<file path="src/rtl/frame_sequencer.sv">
// Frame sequencer: on each frame tick, sweeps the frame-buffer address through
// CLEAR, COMPOSE and DISPLAY, then drains the read pipeline into the VGA plot port.
module frame_sequencer #(
    parameter int unsigned H_RES     = 160,
    parameter int unsigned V_RES     = 120,
    parameter int unsigned XW        = 8,
    parameter int unsigned YW        = 7,
    parameter int unsigned CW        = 3,
    parameter int unsigned BG_COLOUR = 0,
    parameter int unsigned RD_LAT    = 1
) (
    input  logic          iClock,
    input  logic          iResetn,
    input  logic          iFrameTick,
    input  logic          iSkipClear,
    input  logic [CW-1:0] iPixColour,
    input  logic [CW-1:0] iRdColour,
    output logic [XW-1:0] oX,
    output logic [YW-1:0] oY,
    output logic [CW-1:0] oWrData,
    output logic          oWren,
    output logic [XW-1:0] oVgaX,
    output logic [YW-1:0] oVgaY,
    output logic [CW-1:0] oVgaColour,
    output logic          oPlot,
    output logic          oBusy,
    output logic          oFrameDone,
    output logic [7:0]    oDropCount
);

    localparam logic [2:0] S_IDLE    = 3'd0;
    localparam logic [2:0] S_CLEAR   = 3'd1;
    localparam logic [2:0] S_COMPOSE = 3'd2;
    localparam logic [2:0] S_DISPLAY = 3'd3;
    localparam logic [2:0] S_DRAIN   = 3'd4;

    localparam logic [XW-1:0] X_LAST     = XW'(H_RES - 1);
    localparam logic [YW-1:0] Y_LAST     = YW'(V_RES - 1);
    localparam logic [1:0]    DRAIN_LAST = 2'(RD_LAT - 1);
    localparam logic [CW-1:0] BG         = CW'(BG_COLOUR);

    logic [2:0]    r_state;
    logic [XW-1:0] r_x;
    logic [YW-1:0] r_y;
    logic [1:0]    r_drain;
    logic          r_pending;
    logic          r_done;
    logic [7:0]    r_drop;

    logic          r_pv [RD_LAT];
    logic [XW-1:0] r_px [RD_LAT];
    logic [YW-1:0] r_py [RD_LAT];

    logic w_go;
    logic w_scan;
    logic w_eol;
    logic w_last;

    assign w_go   = iFrameTick | r_pending;
    assign w_scan = (r_state == S_CLEAR) || (r_state == S_COMPOSE) || (r_state == S_DISPLAY);
    assign w_eol  = (r_x == X_LAST);
    assign w_last = w_eol && (r_y == Y_LAST);

    always_ff @(posedge iClock) begin
        if (!iResetn) begin
            r_state   <= S_IDLE;
            r_x       <= '0;
            r_y       <= '0;
            r_drain   <= '0;
            r_pending <= 1'b0;
            r_done    <= 1'b0;
            r_drop    <= '0;
        end else begin
            r_done <= 1'b0;
            // The counter wraps to (0,0) on the last pixel, so the next phase starts there with no gap.
            if (w_scan) begin
                if (w_eol) begin
                    r_x <= '0;
                    r_y <= (r_y == Y_LAST) ? '0 : r_y + 1'b1;
                end else begin
                    r_x <= r_x + 1'b1;
                end
            end
            case (r_state)
                S_IDLE: begin
                    if (w_go) begin
                        r_state   <= iSkipClear ? S_COMPOSE : S_CLEAR;
                        r_pending <= 1'b0;
                    end
                end
                S_CLEAR:   if (w_last) r_state <= S_COMPOSE;
                S_COMPOSE: if (w_last) r_state <= S_DISPLAY;
                S_DISPLAY: begin
                    if (w_last) begin
                        r_state <= S_DRAIN;
                        r_drain <= '0;
                    end
                end
                S_DRAIN: begin
                    if (r_drain == DRAIN_LAST) begin
                        r_state <= S_IDLE;
                        r_done  <= 1'b1;
                    end else begin
                        r_drain <= r_drain + 1'b1;
                    end
                end
                default: r_state <= S_IDLE;
            endcase
            // One tick may queue behind a running frame; any further ones are counted as dropped.
            if ((r_state != S_IDLE) && iFrameTick) begin
                if (!r_pending)
                    r_pending <= 1'b1;
                else if (r_drop != 8'hFF)
                    r_drop <= r_drop + 1'b1;
            end
        end
    end

    always_ff @(posedge iClock) begin
        if (!iResetn) begin
            for (int unsigned i = 0; i < RD_LAT; i++) begin
                r_pv[i] <= 1'b0;
                r_px[i] <= '0;
                r_py[i] <= '0;
            end
        end else begin
            r_pv[0] <= (r_state == S_DISPLAY);
            r_px[0] <= r_x;
            r_py[0] <= r_y;
            for (int unsigned i = 1; i < RD_LAT; i++) begin
                r_pv[i] <= r_pv[i-1];
                r_px[i] <= r_px[i-1];
                r_py[i] <= r_py[i-1];
            end
        end
    end

    assign oX         = r_x;
    assign oY         = r_y;
    assign oWren      = (r_state == S_CLEAR) || (r_state == S_COMPOSE);
    assign oWrData    = (r_state == S_CLEAR)   ? BG :
                        (r_state == S_COMPOSE) ? iPixColour : '0;
    assign oPlot      = r_pv[RD_LAT-1];
    assign oVgaX      = r_px[RD_LAT-1];
    assign oVgaY      = r_py[RD_LAT-1];
    assign oVgaColour = oPlot ? iRdColour : '0;
    assign oBusy      = (r_state != S_IDLE);
    assign oFrameDone = r_done;
    assign oDropCount = r_drop;

endmodule

</file>
<file path="config.mk">
export PLATFORM = sky130hd
export DESIGN_NAME = frame_sequencer
export DESIGN_NICKNAME = d
export VERILOG_FILES = /design/src/rtl/frame_sequencer.sv
export SDC_FILE = /design/constraint.sdc
export NUM_CORES = 1
export LEC_CHECK = 0
export ABC_CLOCK_PERIOD_IN_PS = 2340
export CAP_MARGIN = 10
export CORE_ASPECT_RATIO = 1.25
export CORE_UTILIZATION = 47
export CTS_CLUSTER_DIAMETER = 200
export DETAILED_ROUTE_END_ITERATION = 12
export PLACE_DENSITY = 0.87
export SLEW_MARGIN = 20
export SYNTH_ARGS = -nofsm -noshare
export SYNTH_HDL_FRONTEND = slang
export SYNTH_SLANG_ARGS = --single-unit
</file>
<file path="constraint.sdc">
create_clock -name iClock -period 2.34 [get_ports iClock]
set_input_delay 0.234 -clock iClock [delete_from_list [all_inputs] [get_ports iClock]]
set_output_delay 0.234 -clock iClock [all_outputs]
set_load 0.05 [all_outputs]
</file>
* Yosys cells after proc, flatten, opt, wreduce, memory -nomap -nowiden
Memories as Yosys holds them, arrays and structs flattened.
Cells that the tools add are included.
** Storage, ports and cells
- Bits of input ports :: 10
- RAM bits :: 16
- Output and inout bits :: 48
- Memories :: 3
- Word-level logic and storage cells :: 72
- Register bits :: 30
** Operators by class
- Reductions and logical operators :: 16
- Bitwise operators :: 1
- Add/sub/neg operators :: 4
- Equality and inequality tests :: 13
- Mux-type cells :: 28
** Memories
- r_px :: depth 1, bits a word 8, read ports 1, clocked after Yosys merged registers in 0, wr ports 1, RTL line 51 : logic [XW-1:0] r_px [RD_LAT];
- r_py :: depth 1, bits a word 7, read ports 1, clocked after Yosys merged registers in 0, wr ports 1, RTL line 52 : logic [YW-1:0] r_py [RD_LAT];
- r_pv :: depth 1, bits a word 1, read ports 1, clocked after Yosys merged registers in 0, wr ports 1, RTL line 50 : logic r_pv [RD_LAT];
** Operator list (number)
- $mux 3 :: 8
- $add 8x1->8 const B :: 2
- $mux 8 :: 2
- $pmux 3 s5 :: 1
- $mux 7 :: 2
- $ne 2x2->1 const B :: 6
- $mux 1 :: 11
- $eq 8x8->1 const B :: 1
- $ne 8x8->1 const B :: 1
- $reduce_or 8->1 :: 1
- $add 7x1->7 const B :: 1
- $eq 7x7->1 const B :: 1
- $reduce_or 7->1 :: 1
- $eq 3x2->1 const B :: 2
- $mux 2 :: 3
- $reduce_and 3->1 :: 2
- $reduce_and 5->1 :: 1
- $pmux 2 s2 :: 1
- $reduce_and 2->1 :: 2
- $eq 3x1->1 const B :: 1
- $eq 3x3->1 const B :: 1
- $logic_not 3->1 :: 1
- $reduce_bool 3->1 :: 1
- $add 2x1->2 const B :: 1
- 6 further kinds :: 8

* Depth between registers and ports, before layout
- Depth in word-level cells :: 5
- Depth in mapped cells :: 6
- Mapped depth without buffers :: 5

* Worst setup path before layout
Ideal clock, no wire load.
- Kind :: reg-to-reg
- Start :: register r_x[0], in the netlist oX[0]
- End :: register r_y[6], in the netlist oY[6]
- Clock period less this slack :: 2365 ps
- Path slack :: -25 ps
- Setup time :: 121 ps
- Cell stages (with the launch flop) :: 7
- Path buffers :: 1
- Arrival :: 2244 ps
- Required time :: 2219 ps
- Cells stage by stage :: dfxtp_1 > ha_1 > nand3_1 > or3_4 > buf_6 > or3_4 > mux2_4
** On the way
- Word-level cells in the longest chain between the ends :: 2
** Ends and longest elaborated chain
- start, declared :: RTL line 43 : logic [XW-1:0] r_x;
- start signal, assigned :: RTL line 81 : r_x <= r_x + 1'b1;
- $eq 8x8->1 :: RTL line 61 : assign w_eol = (r_x == X_LAST);
- $reduce_and 2->1 (no line)
- end signal, assigned :: RTL line 79 : r_y <= (r_y == Y_LAST) ? '0 : r_y + 1'b1;
- end, declared :: RTL line 44 : logic [YW-1:0] r_y;
No other way between the ends.
A chain may end at the register's enable or synchronous reset.

* Final worst setup path
- Start :: register r_state[1]
- End :: output oWren
** On the way
- Word-level cells in the longest chain between the ends :: 2
- Elaborated cells on any way between the ends :: 3
- Those cells by class :: eq/ne (2); reduce/logical (1)
** Ends and longest elaborated chain
- start, declared :: RTL line 42 : logic [2:0] r_state;
- start signal, assigned :: RTL line 87 : r_state <= iSkipClear ? S_COMPOSE : S_CLEAR;
- $eq 3x1->1 or $eq 3x2->1 (tied branches) :: RTL line 140 : assign oWren = (r_state == S_CLEAR) || (r_state == S_COMPOSE);
- $logic_or 1x1->1 * :: RTL line 140
- end, declared :: RTL line 21 : output logic oWren,
Every way passes the cells marked *; elsewhere a longest branch is shown, timed or not.

==> impl_metrics.py <==
metrics = {
    "run_status": {
        "run_status": "finished clean",
    },
    "worst_setup_path": {
        "cp-end-kind": "output port",
        "cp_top_family": "buffers and inverters",
        "crit_fanout": 11,
        "cpPeakStageDelay_ps": 810,
        "regToRegStartpoint": "oX[0]",
        "rrSetupSlack_ps": 340,
        "worst_r2r_path_depth": 5,
        "cp-start-kind": "flip-flop",
        "crit_buf_inv": 1,
        "rr_endpoint": "oY[6]",
        "cp.required_ps": 2110,
        "cp_cell_sequence": "nand2_1 > a21oi_1 > clkdlybuf4s50_1",
        "path_class": "flip-flop to output port",
        "cp_slowest_cell": "clkdlybuf4s50_1",
        "crit_arrival_ps": 1960,
    },
    "drt": {
        "dr.pass1.iters": 4,
        "ant_nets": 0,
        "vias": 1659,
        "drc": 0,
        "post_drt_wl_per_cell_um": 12.56,
        "vias_per_cell": 5.089,
        "drt-total-wl_mm": 4.096,
        "drt_iter0_markers": 63,
    },
    "synthesis": {
        "synth-xor-area-share": 0.03529,
        "syn_area_per_cell_um2": 9.455,
        "synth.cell_area_um2": 1986,
        "synth_seq_area_share": 0.4638,
        "ys_types": 46,
        "synth_ff_type": "dfxtp_1",
        "synth_warnings": 0,
        "synthMuxAreaShare": 0.03403,
        "synth_compound_area_frac": 0.1222,
        "synth_simple_gate_area_frac": 0.2779,
        "synth_edf_count": 0,
        "synthAdderAreaFrac": 0.02520,
        "ys_seq_elements": 46,
        "syn-num-nets": 224,
        "synth_top_family_by_area": "simple AND/OR/NAND/NOR gates",
        "syn_inst": 210,
        "async_reset_ff_frac": 0,
    },
    "sta": {
        "max-slew-margin-rel": 0.4284,
        "fin_setup_tns_ps": 0,
        "grt_setup_unrepaired": "false",
        "hold_slack_ps": 477.6,
        "hold_viol": 0,
        "setup_viol": 0,
        "finalMaxSlewViolations": 0,
        "clock.fmax_mhz": 456.5,
        "min_period_over_period": 0.9362,
        "period_minus_slack_ps": 2191,
        "worst_pin_slew_ps": 845.6,
        "clock_skew_ps": 4.483,
    },
    "floorplanning": {
        "die_w_um": 60.14,
        "fp.dieArea_um2": 4490,
        "start_util": 0.4883,
        "io_pins": 58,
        "core-area_um2": 4066,
        "die_h_um": 74.67,
        "num_rows": 26,
    },
    "job": {
        "cap_violations": 0,
    },
    "final_layout": {
        "diodes": 0,
        "drive_above_1_share": 0.09259,
        "mostFrequentLayoutCell": "clkdlybuf4s50_1",
        "post-route-util": 0.6637,
        "final_cell_mix": "clkdlybuf4s50_1, dfxtp_1, and2_1",
        "fill_cells": 359,
        "area_delta_synth_final_pct": 35.92,
        "nNetsFinal": 283,
    },
    "cts": {
        "htree_levels": 2,
        "postCtsSetupBuffers": 0,
        "numCtsBuffers": 5,
        "clk_pin_slew_worst_paths_ps": 80,
        "cts_resized": 0,
        "root_buffer": "clkbuf_8",
        "cts.path.max_buffers": 2,
        "cts.sinks": 46,
        "clk_latency_ps": 290,
        "hold_buffers": 0,
        "cts_tree": "built",
    },
    "hold_path": {
        "min_delay_path_depth": 2,
        "hp-start": "r_drain[1]",
        "worstHoldEndpoint": "r_drain[1]",
        "hp-class": "flip-flop to flip-flop",
    },
    "global_routing": {
        "grt.total_usage": 0.1999,
        "antenna_found_initial": 0,
        "grt_start_max_net_pins": 32,
        "grt_pass1_wl_mm": 6.810,
        "grt_pass1_vias": 1499,
        "grt_overflow": 0,
    },
    "placed_design": {
        "gp_congestion": 0.8539,
        "port_buffers": 57,
        "dp_hpwl_mm": 2.959,
    },
    "power": {
        "p_per_area_nw_per_um2": 563.8,
        "ir_drop_mv": 0.3802,
        "p_leak_nw": 0.9756,
    },
}
worst max path at each step:
stage,start,endpoint,slack (ps),cells past startpoint
finish,r_state[1],oWren,150,3
detailed placement,oDropCount[0],oDropCount[6],260,5
global route,r_state[0],oWren,60,3
CTS,r_state[0],oWren,160,3
global placement,oDropCount[0],oDropCount[1],360,5
floorplan,oX[3],oY[6],120,5
worst reg2reg max path: cells and delay by family (launching register included):
kind                     cells  cell delay (ps)
multiplexers                 1              300
adder cells (fa/ha/maj)      1              220
AND/OR/NAND/NOR              3             1000
flip-flops                   1              380
layer usage:
metal | GRT usage | vias to the layer above | wire length [µm]
met1 | 0.2390 | 763 | 1761
met3 | 0.04811 | 9 | 138
li1 | - | 845 | -
met4 | 0.06202 | 0 | 62
met2 | 0.3492 | 42 | 2134
met5 | 0 | - | 0
state kept, by name, indices dropped and copies added (netlist names):
signal,flops
oX,8
r_state,3
oFrameDone,1
r_drain,2
r_pv,1
oDropCount,8
r_py,7
oY,7
r_pending,1
r_px,8
cells in the mapped netlist (all sizes together) (5+ instances only):
cell type	n	area, µm²
a21boi	6	45.05
inv	9	33.78
nor3	5	25.02
or3	6	47.54
nand3	6	30.03
nand2	18	67.56
xnor2	7	61.31
dfxtp	46	920.9
clkbuf	7	26.28
o21ai	5	25.02
and2	25	156.4
nor2	11	41.29
cells by family after synthesis:
group	after synthesis
XOR/XNOR	8
multiplexers	6
AND/OR/NAND/NOR	97
adder cells (fa/ha/maj)	4
buffers and inverters	18
AO/OA/AOI/OAI	31
flip-flops	46
report_power, final:
| group | switching (W) | internal [W] | leakage, nW |
|---|---|---|---|
| registers | 0.0000230 | 0.000799 | 0.372 |
| clock network | 0.000252 | 0.000239 | 0.0482 |
| logic | 0.000129 | 0.0000804 | 0.555 |
metrics by stage:
stage | power [W] | setup slack [ps] | std cells | cell area [µm²]
3_5_place_dp | 0.001049 | 259.0 | 318 | 2603
6_report | 0.001522 | 149.4 | 326 | 2699
4_1_cts | 0.001536 | 157.8 | 326 | 2694
2_1_floorplan | 0.0009780 | 124.1 | 210 | 1988
3_3_place_gp | 0.001046 | 361.6 | 318 | 2603
5_1_grt | 0.001582 | 59.39 | 326 | 2699
area by class of cell:
type                       instances  area (µm²)  area share
multi-input combinational        146       987.2      0.3658
sequential                        46       923.4      0.3421
timing repair buffer              61       593.1      0.2197
clock buffer                       7       86.33     0.03199
tap                               56       70.07     0.02596
inverter                           9       33.78     0.01252
clock inverter                     1       5.005    0.001854
Power figures use the tool's default switching activity.
